[src/rtl/writeback_unit_if.sv]
// Writeback stage bus: memory-stage handshake, data-memory read response,
// register file write port and status outputs.
interface writeback_unit_if #(
    parameter int XLEN  = 32,
    parameter int CNT_W = 32
);
    logic             in_valid;
    logic             in_ready;
    logic [31:0]      in_instruction;
    logic [XLEN-1:0]  in_alu_result;
    logic [XLEN-1:0]  in_pc_plus4;
    logic [1:0]       in_wb_sel;
    logic [1:0]       in_addr_lo;
    logic             dmem_rvalid;
    logic [31:0]      dmem_rdata;
    logic [4:0]       waddr;
    logic [XLEN-1:0]  wdata;
    logic             registers_wen;
    logic             load_busy;
    logic [4:0]       pending_rd;
    logic [CNT_W-1:0] retired_count;

    // Memory stage / data memory side
    modport master (
        output in_valid, in_instruction, in_alu_result, in_pc_plus4,
               in_wb_sel, in_addr_lo, dmem_rvalid, dmem_rdata,
        input  in_ready, waddr, wdata, registers_wen, load_busy,
               pending_rd, retired_count
    );

    // Writeback unit side
    modport slave (
        input  in_valid, in_instruction, in_alu_result, in_pc_plus4,
               in_wb_sel, in_addr_lo, dmem_rvalid, dmem_rdata,
        output in_ready, waddr, wdata, registers_wen, load_busy,
               pending_rd, retired_count
    );
endinterface

[src/rtl/writeback_unit.sv]
// Writeback unit: final pipeline stage. Commits ALU / PC+4 results one cycle
// after acceptance, and loads one cycle after the data-memory response, with
// byte/halfword extraction and sign/zero extension. Counts retirements.
module writeback_unit #(
    parameter int XLEN  = 32,
    parameter int CNT_W = 32
) (
    input logic             clk,
    input logic             rst,
    writeback_unit_if.slave wb
);

    localparam logic [0:0] ACCEPT    = 1'b0;
    localparam logic [0:0] LOAD_WAIT = 1'b1;

    localparam logic [1:0] SEL_ALU  = 2'b00;
    localparam logic [1:0] SEL_LOAD = 2'b01;
    localparam logic [1:0] SEL_PC4  = 2'b10;

    localparam logic [2:0] F3_LB  = 3'b000;
    localparam logic [2:0] F3_LH  = 3'b001;
    localparam logic [2:0] F3_LBU = 3'b100;
    localparam logic [2:0] F3_LHU = 3'b101;

    logic [0:0]       state;
    logic [4:0]       ld_rd;
    logic [2:0]       ld_funct3;
    logic [1:0]       ld_addr_lo;

    logic [4:0]       in_rd;
    logic [2:0]       in_funct3;
    logic             accept;
    logic             load_done;

    logic [7:0]       ld_byte;
    logic [15:0]      ld_half;
    logic [XLEN-1:0]  load_data;

    logic             commit_fire;
    logic             commit_wen;
    logic [4:0]       commit_addr;
    logic [XLEN-1:0]  commit_data;

    logic [4:0]       waddr_q;
    logic [XLEN-1:0]  wdata_q;
    logic             wen_q;
    logic [CNT_W-1:0] count_q;

    assign in_rd     = wb.in_instruction[11:7];
    assign in_funct3 = wb.in_instruction[14:12];
    assign accept    = wb.in_valid && (state == ACCEPT);
    assign load_done = (state == LOAD_WAIT) && wb.dmem_rvalid;

    // Select the addressed byte/halfword of the returned word and extend it
    always_comb begin
        ld_byte = wb.dmem_rdata[7:0];
        case (ld_addr_lo)
            2'd0:    ld_byte = wb.dmem_rdata[7:0];
            2'd1:    ld_byte = wb.dmem_rdata[15:8];
            2'd2:    ld_byte = wb.dmem_rdata[23:16];
            default: ld_byte = wb.dmem_rdata[31:24];
        endcase
        ld_half = ld_addr_lo[1] ? wb.dmem_rdata[31:16] : wb.dmem_rdata[15:0];
        case (ld_funct3)
            F3_LB:   load_data = {{24{ld_byte[7]}}, ld_byte};
            F3_LBU:  load_data = {24'b0, ld_byte};
            F3_LH:   load_data = {{16{ld_half[15]}}, ld_half};
            F3_LHU:  load_data = {16'b0, ld_half};
            default: load_data = wb.dmem_rdata;
        endcase
    end

    // Decide what, if anything, commits at the next clock edge
    always_comb begin
        commit_fire = 1'b0;
        commit_wen  = 1'b0;
        commit_addr = in_rd;
        commit_data = wb.in_alu_result;
        if (load_done) begin
            commit_fire = 1'b1;
            commit_wen  = (ld_rd != 5'd0);
            commit_addr = ld_rd;
            commit_data = load_data;
        end else if (accept && (wb.in_wb_sel != SEL_LOAD)) begin
            commit_fire = 1'b1;
            commit_wen  = (in_rd != 5'd0) &&
                          ((wb.in_wb_sel == SEL_ALU) || (wb.in_wb_sel == SEL_PC4));
            commit_addr = in_rd;
            commit_data = (wb.in_wb_sel == SEL_PC4) ? wb.in_pc_plus4
                                                     : wb.in_alu_result;
        end
    end

    // FSM and latched load context; reset abandons any outstanding load
    always_ff @(posedge clk or negedge rst) begin
        if (!rst) begin
            state      <= ACCEPT;
            ld_rd      <= '0;
            ld_funct3  <= '0;
            ld_addr_lo <= '0;
        end else begin
            case (state)
                ACCEPT: begin
                    if (accept && (wb.in_wb_sel == SEL_LOAD)) begin
                        state      <= LOAD_WAIT;
                        ld_rd      <= in_rd;
                        ld_funct3  <= in_funct3;
                        ld_addr_lo <= wb.in_addr_lo;
                    end
                end
                LOAD_WAIT: begin
                    if (wb.dmem_rvalid) begin
                        state <= ACCEPT;
                    end
                end
                default: state <= ACCEPT;
            endcase
        end
    end

    // Register file write port: waddr/wdata only move when a write happens
    always_ff @(posedge clk or negedge rst) begin
        if (!rst) begin
            wen_q   <= 1'b0;
            waddr_q <= '0;
            wdata_q <= '0;
        end else begin
            wen_q <= commit_fire && commit_wen;
            if (commit_fire && commit_wen) begin
                waddr_q <= commit_addr;
                wdata_q <= commit_data;
            end
        end
    end

    // Retired-instruction counter, wraps naturally
    always_ff @(posedge clk or negedge rst) begin
        if (!rst) begin
            count_q <= '0;
        end else if (commit_fire) begin
            count_q <= count_q + {{(CNT_W-1){1'b0}}, 1'b1};
        end
    end

    assign wb.in_ready      = (state == ACCEPT);
    assign wb.load_busy     = (state == LOAD_WAIT);
    assign wb.pending_rd    = (state == LOAD_WAIT) ? ld_rd : '0;
    assign wb.registers_wen = wen_q;
    assign wb.waddr         = waddr_q;
    assign wb.wdata         = wdata_q;
    assign wb.retired_count = count_q;

endmodule

[src/flat_wrapper.sv]
// flat-port wrapper written by rule: the top's interface ports become plain ports
module writeback_unit_flat 
#(
    parameter int XLEN  = 32,
    parameter int CNT_W = 32
)
  (clk, rst, wb_in_valid, wb_in_instruction, wb_in_alu_result, wb_in_pc_plus4, wb_in_wb_sel, wb_in_addr_lo, wb_dmem_rvalid, wb_dmem_rdata, wb_in_ready, wb_waddr, wb_wdata, wb_registers_wen, wb_load_busy, wb_pending_rd, wb_retired_count);
  writeback_unit_if #(.XLEN(XLEN), .CNT_W(CNT_W)) wb_i ();
  input logic clk;
  input logic rst;
  input wire logic [$bits(wb_i.in_valid)-1:0] wb_in_valid;
  input wire logic [$bits(wb_i.in_instruction)-1:0] wb_in_instruction;
  input wire logic [$bits(wb_i.in_alu_result)-1:0] wb_in_alu_result;
  input wire logic [$bits(wb_i.in_pc_plus4)-1:0] wb_in_pc_plus4;
  input wire logic [$bits(wb_i.in_wb_sel)-1:0] wb_in_wb_sel;
  input wire logic [$bits(wb_i.in_addr_lo)-1:0] wb_in_addr_lo;
  input wire logic [$bits(wb_i.dmem_rvalid)-1:0] wb_dmem_rvalid;
  input wire logic [$bits(wb_i.dmem_rdata)-1:0] wb_dmem_rdata;
  output wire logic [$bits(wb_i.in_ready)-1:0] wb_in_ready;
  output wire logic [$bits(wb_i.waddr)-1:0] wb_waddr;
  output wire logic [$bits(wb_i.wdata)-1:0] wb_wdata;
  output wire logic [$bits(wb_i.registers_wen)-1:0] wb_registers_wen;
  output wire logic [$bits(wb_i.load_busy)-1:0] wb_load_busy;
  output wire logic [$bits(wb_i.pending_rd)-1:0] wb_pending_rd;
  output wire logic [$bits(wb_i.retired_count)-1:0] wb_retired_count;
  assign wb_i.in_valid = wb_in_valid;
  assign wb_i.in_instruction = wb_in_instruction;
  assign wb_i.in_alu_result = wb_in_alu_result;
  assign wb_i.in_pc_plus4 = wb_in_pc_plus4;
  assign wb_i.in_wb_sel = wb_in_wb_sel;
  assign wb_i.in_addr_lo = wb_in_addr_lo;
  assign wb_i.dmem_rvalid = wb_dmem_rvalid;
  assign wb_i.dmem_rdata = wb_dmem_rdata;
  assign wb_in_ready = wb_i.in_ready;
  assign wb_waddr = wb_i.waddr;
  assign wb_wdata = wb_i.wdata;
  assign wb_registers_wen = wb_i.registers_wen;
  assign wb_load_busy = wb_i.load_busy;
  assign wb_pending_rd = wb_i.pending_rd;
  assign wb_retired_count = wb_i.retired_count;
  writeback_unit #(.XLEN(XLEN), .CNT_W(CNT_W)) u_core (.clk(clk), .rst(rst), .wb(wb_i));
endmodule
[config.mk]
export PLATFORM = sky130hd
export DESIGN_NAME = writeback_unit_flat
export DESIGN_NICKNAME = d
export VERILOG_FILES = /design/src/rtl/writeback_unit_if.sv /design/src/rtl/writeback_unit.sv /design/src/flat_wrapper.sv
export SDC_FILE = /design/constraint.sdc
export NUM_CORES = 1
export LEC_CHECK = 0
export BUFFER_PORTS_ARGS = -buffer_cell sky130_fd_sc_hd__clkbuf_2
export CAP_MARGIN = 0
export CORE_MARGIN = 3
export CORE_UTILIZATION = 25
export DETAILED_ROUTE_END_ITERATION = 8
export SETUP_SLACK_MARGIN = 0.1
export SLEW_MARGIN = 20
export SYNTH_ARGS = -nofsm -noshare
export SYNTH_HDL_FRONTEND = slang
export SYNTH_SLANG_ARGS = --single-unit
[constraint.sdc]
create_clock -name clk -period 2.25 [get_ports clk]
set_input_delay 0.45 -clock clk [delete_from_list [all_inputs] [get_ports clk]]
set_output_delay 0.45 -clock clk [all_outputs]
set_load 0.005 [all_outputs]
Word-level counts from Yosys, hierarchy flattened
Index checks and enable logic that the tools add are counted.
- register bits: 81
- output and inout port bits: 77
- input port bits: 136
- multiplexer cells: 15
- reduce and logical (&&, ||, !) cells: 13
- bitwise gates (word level): 1
- eq/ne operators: 8
- add/subtract/negate cells: 1
- operators by type and width (cell ; number):
    case mux 32 bit (4 select lines) ; 1
    2-to-1 mux 32 bit ; 3
    adder 32 x 1 -> 32 bit (second input constant) ; 1
    case mux 8 bit (3 select lines) ; 1
    2-to-1 mux 16 bit ; 1
    2-to-1 mux 5 bit ; 2
    nonzero test 5 bit ; 2
    equality test 3 bit (second input constant) ; 2
    logical AND 1 bit ; 6
    2-to-1 mux 1 bit ; 6
    equality test 2 x 1 -> 1 bit (second input constant) ; 2
    equality test 2 bit (second input constant) ; 2
    logical NOT 2 bit ; 2
    equality test 3 x 1 -> 1 bit (second input constant) ; 1
    logical NOT 3 bit ; 1
    inequality test 2 x 1 -> 1 bit (second input constant) ; 1
    case mux 1 bit (2 select lines) ; 1
    AND reduction 2 bit ; 1
    logical OR 1 bit ; 1
    NOT 1 bit ; 1

Longest topological paths before layout
- depth in word-level cells: 6
- mapped depth: 7
- mapped depth without buffers: 6

Worst setup path after synthesis
No wires, ideal clock.
- path type: input -> register
- from: input wb_in_wb_sel[1]
- to: register u_core.wdata_q[0], in the netlist u_core.wb.wdata[0]
- slack: 0.552 ns
- path buffers: 2
- arrival time: 1.572 ns
- stages: 6
- path through: buf_2 > nor4bb_1 > buf_2 > mux2_2 > o22ai_1 > o21ai_0
- word-level cells in the longest chain between the ends: 6
- elaborated cells between the ends (all ways): 14
- classes of those cells: 2 x eq/ne; 7 x mux; 5 x reduce/logical
- RTL lines (item ; RTL line ; text):
    start: declaration ; flat_wrapper.sv:15 ; input wire logic [$bits(wb_i.in_wb_sel)-1:0] wb_in_wb_sel;
    equality test 2 bit / logical NOT 2 bit (equally long branches) ; writeback_unit.sv:87, writeback_unit.sv:89 ;
    logical OR 1 bit ; writeback_unit.sv:87 ; ((wb.in_wb_sel == SEL_ALU) || (wb.in_wb_sel == SEL_PC4));
    logical AND 1 bit ; writeback_unit.sv:86 ; commit_wen = (in_rd != 5'd0) &&
    2-to-1 mux 1 bit ; writeback_unit.sv:84 ; end else if (accept && (wb.in_wb_sel != SEL_LOAD)) begin
    2-to-1 mux 1 bit ; writeback_unit.sv:79 ; if (load_done) begin
    logical AND 1 bit ; writeback_unit.sv:129 ; if (commit_fire && commit_wen) begin
    end signal: assignment ; writeback_unit.sv:131 ; wdata_q <= commit_data;
    end: declaration ; writeback_unit.sv:45 ; logic [XLEN-1:0] wdata_q;
Several ways; a longest one is shown, not always the timed one.
A chain may end at the register's enable or synchronous reset.

Worst setup path in the final report
- from: register u_core.ld_addr_lo[1]
- to: register u_core.wdata_q[11], in the netlist u_core.wb.wdata[11]
- word-level cells in the longest chain between the ends: 4
- elaborated cells between the ends (all ways): 7
- classes of those cells: 2 x eq/ne; 4 x mux; 1 x reduce/logical
- RTL lines (item ; RTL line ; text):
    start: declaration ; writeback_unit.sv:28 ; logic [1:0] ld_addr_lo;
    start signal: assignment ; writeback_unit.sv:108 ; ld_addr_lo <= wb.in_addr_lo;
    equality test 2 bit (tied with other cells) ; writeback_unit.sv:57 ; case (ld_addr_lo)
    case mux 8 bit (3 select lines) ; writeback_unit.sv:57 ;
    case mux 32 bit (4 select lines) * ; writeback_unit.sv:64 ; case (ld_funct3)
    2-to-1 mux 32 bit * ; writeback_unit.sv:79 ;
Every way passes the cells marked *; elsewhere a longest branch is shown, timed or not.

==> impl_metrics.ini <==
[layout]
nFillCells = 1855
drive_gt1_share_pct = 40.8
seq_area_um2 = 2030
synthToLayoutAreaGrowth_pct = 32.9
diodes = 0
multiInputGateArea_um2 = 2370
fin_nets = 795
stdcell_area_um2 = 6070

[placed_design]
gp_congestion = 0.753
place_area_um2 = 5770
portBuffers = 188
place_hpwl_um = 11400
pre_cts_slack_ns = 0.131

[outcome]
outcome = finished clean

[synthesis]
synth_fa_ha_area_share_pct = 0.274
syn_inst = 468
seq_area_frac_synth_pct = 44.4
synth_top_family_by_area = compound AO/OA/AOI/OAI gates
synth.area.mux_share_pct = 11.8
async_flop_share_pct = 100
ys_ff_latch = 81
syn_area_um2 = 4570
synth_edf_count = 0
syn_nets = 605
synthSimpleGateAreaFrac_pct = 16.7
yosys_warnings = 0
yosys.cell_types.count = 50
syn_avg_cell_area_um2 = 9.76
synth_compound_area_share_pct = 17.2
synth_xor_area_share_pct = 5.94
synth_ff_type = dfrtp_1

[sta]
hold_violations = 0
period_minus_slack_ns = 1.95
tightest_slew_ns = 0.645
finalSetupViolations = 0
tns_ns = 0
max_freq_mhz = 512
rsz0062_at_grt = no
relSlewSlack_pct = 57.0
setup_ws_ns = 0.298
fin_crit_sh_pct = 86.8
whs_ns = 0.336
maxSlewViolCount = 0
finClkSkew_ns = 0.00777

[power]
power.density_nw_per_um2 = 764
vdd_drop_max_v = 0.000319
total_power_mw = 4.64
p_leak_nw = 2.96

[worst_hold_path]
hold_path_class = primary input to flop
min_to = u_core.ld_funct3[1]
holdPathStages = 3
hp-start = wb_in_instruction[13]

[detailed_routing]
detail_route.wl_per_cell_um = 16.9
dr.max_layer_used = met4
dr.pass1.iters = 4
vias = 4163
final_antenna_net_count = 0
drcViolationCount = 0
drt-initial-drc-count = 174
drt_wl_total_um = 15000
wl_met3_um = 844
viasPerCell = 4.69
wl_met1_um = 6990
dr_wl_met2_um = 7010

[die]
core_region_area_um2 = 17600
start_util_pct = 26.0
fp-row-count = 48
die_w_um = 141
die_height_um = 141
ios = 213
die-area_um2 = 19900

[setup_path]
startpoint_type = flop
reg2reg_to = u_core.wb.wdata[11]
slowest_stage = dfrtp_1
end_kind = flop
required_ns = 2.51
critPathMaxStageDelay_ns = 0.54
worstReg2RegStart = u_core.ld_addr_lo[1]
rr_worst_depth = 5
crit_type = flop to flop
worst-endpoint-arrival_ns = 2.22
cp_max_fo = 7
worstPathCellList = mux2i_1 -> or4_1 -> nand2_1 -> o221ai_1 -> a21oi_1
r2r_slack_ns = 0.30

[clocking]
cts_tree = yes
htree_levels = 3
clock_latency_ns = 0.34
clockRootBuffer = clkbuf_16
cts_buffers = 9
ctsResizeCount = 0
max-clock-path-buffers = 2
clock-sinks = 81
path_clk_slew_ns = 0.06

[global_routing]
grt_max_degree = 42
antenna_found_initial = 0
gr-total-overflow = 0
grt_pass1_wl_um = 23300
grt_pass1_vias = 4163
grt.total_usage_pct = 15.0

[run]
max-cap-violations = 0
[through the flow]
stage,instances,utilization (%)
5_1_grt,887,34.5
3_5_place_dp,870,32.8
6_report,887,34.5
2_1_floorplan,468,-
3_3_place_gp,870,32.8
4_1_cts,886,34.4
[kinds of logic after synthesis]
family                     count (synthesis)
DFF                                       81
buffers and inverters                     31
xor gates and xnor gates                  31
adders and majority gates                  1
AOI/OAI and AO/OA                        128
muxes                                     49
and+or+nand+nor                          147
[cells in the final DEF (no fill, tap or decap), types with 3 or more instances in the layout]
master and count:
clkbuf_16 9, a22o_1 4, a31oi_1 8, and3_1 5
o221ai_1 7, nand2b_1 3, nand2_1 53, o22ai_1 5
buf_4 15, a21oi_1 30, o21ai_1 12, clkbuf_2 187
o21ai_0 49, mux2_2 35, nor2_1 31, xnor2_1 18
dfrtp_1 81, o311ai_0 4, mux2i_1 13, nor2b_1 7
and2_1 6, nand4_1 8, xor2_1 13, nor3_1 7
nand3_1 11, inv_1 4
[what timing repair did]
action	4_1_cts	5_1_grt
buffers inserted	0	1
hold buffers	1	0
setup endpoints to repair	0	16
hold endpoints to repair	12	0
[layer usage]
layer / vias to the layer above / GRT usage, %
met5: - / 0
met4: 0 / 3.37
met3: 8 / 3.83
met2: 114 / 23.9
met1: 1976 / 20.5
li1: 2065 / -
[worst max path at each step]
stage / startpoint / to / slack (ns) / cells past startpoint
3_5_place_dp: wb_in_valid / u_core.wb.wdata[21] / 0.13 / 7
2_1_floorplan: wb_in_wb_sel[1] / u_core.wb.wdata[0] / 0.55 / 6
4_1_cts: u_core.ld_addr_lo[1] / u_core.wb.wdata[21] / 0.13 / 5
5_1_grt: u_core.wb.load_busy / u_core.wb.wdata[24] / 0.11 / 6
6_report: u_core.ld_addr_lo[1] / u_core.wb.wdata[11] / 0.30 / 5
3_3_place_gp: wb_in_valid / u_core.wb.wdata[23] / 0.18 / 7
[cell type report]
class	instances	share of cell area [%]
tap	225	4.64
multi-input combinational	356	39.1
clock buffer	11	4.00
clock inverter	4	0.495
timing repair buffer	205	18.1
sequential	81	33.4
inverter	5	0.309
[report_power, final]
| part | switching, mW | internal [mW] | total, mW |
|---|---|---|---|
| registers | 0.239 | 1.73 | 1.97 |
| clock network | 0.620 | 0.775 | 1.40 |
| logic | 0.684 | 0.588 | 1.27 |
| total | 1.54 | 3.09 | 4.64 |
[worst max-delay path: cells and delay by family, from the launching register on]
kind,cells,cell delay (ns)
flops,1,0.54
simple gates,2,0.71
mux,1,0.18
compound gates,2,0.45
[flip-flops by register name, indices dropped and copies added, names as in the netlist]
signal                   cells
u_core.wb.registers_wen      1
u_core.wb.retired_count     32
u_core.wb.wdata             32
u_core.ld_addr_lo            2
u_core.ld_funct3             3
u_core.wb.load_busy          1
u_core.ld_rd                 5
u_core.wb.waddr              5
[synthesized netlist by cell type (3+ instances only)]
master / count / area share, %
dfrtp_1: 81 / 44
nand2_1: 53 / 4.4
o21ai_0: 49 / 5.4
mux2_2: 35 / 8.6
nor2_1: 31 / 2.5
a21oi_1: 30 / 3.3
xnor2_1: 18 / 3.5
mux2i_1: 13 / 2.8
xor2_1: 13 / 2.5
o21ai_1: 12 / 1.3
nand3_1: 11 / 1.2
buf_2: 10 / 1.1
clkbuf_1: 10 / 0.82
a31oi_1: 8 / 1.1
nand4_1: 8 / 1.1
nor2b_1: 7 / 0.96
nor3_1: 7 / 0.77
o221ai_1: 7 / 1.3
and2_1: 6 / 0.82
and3_1: 5 / 0.68
buf_6: 5 / 1.2
o22ai_1: 5 / 0.68
a22o_1: 4 / 0.77
inv_1: 4 / 0.33
o311ai_0: 4 / 0.77
nand2b_1: 3 / 0.41
(Power assumes the default switching activity.)
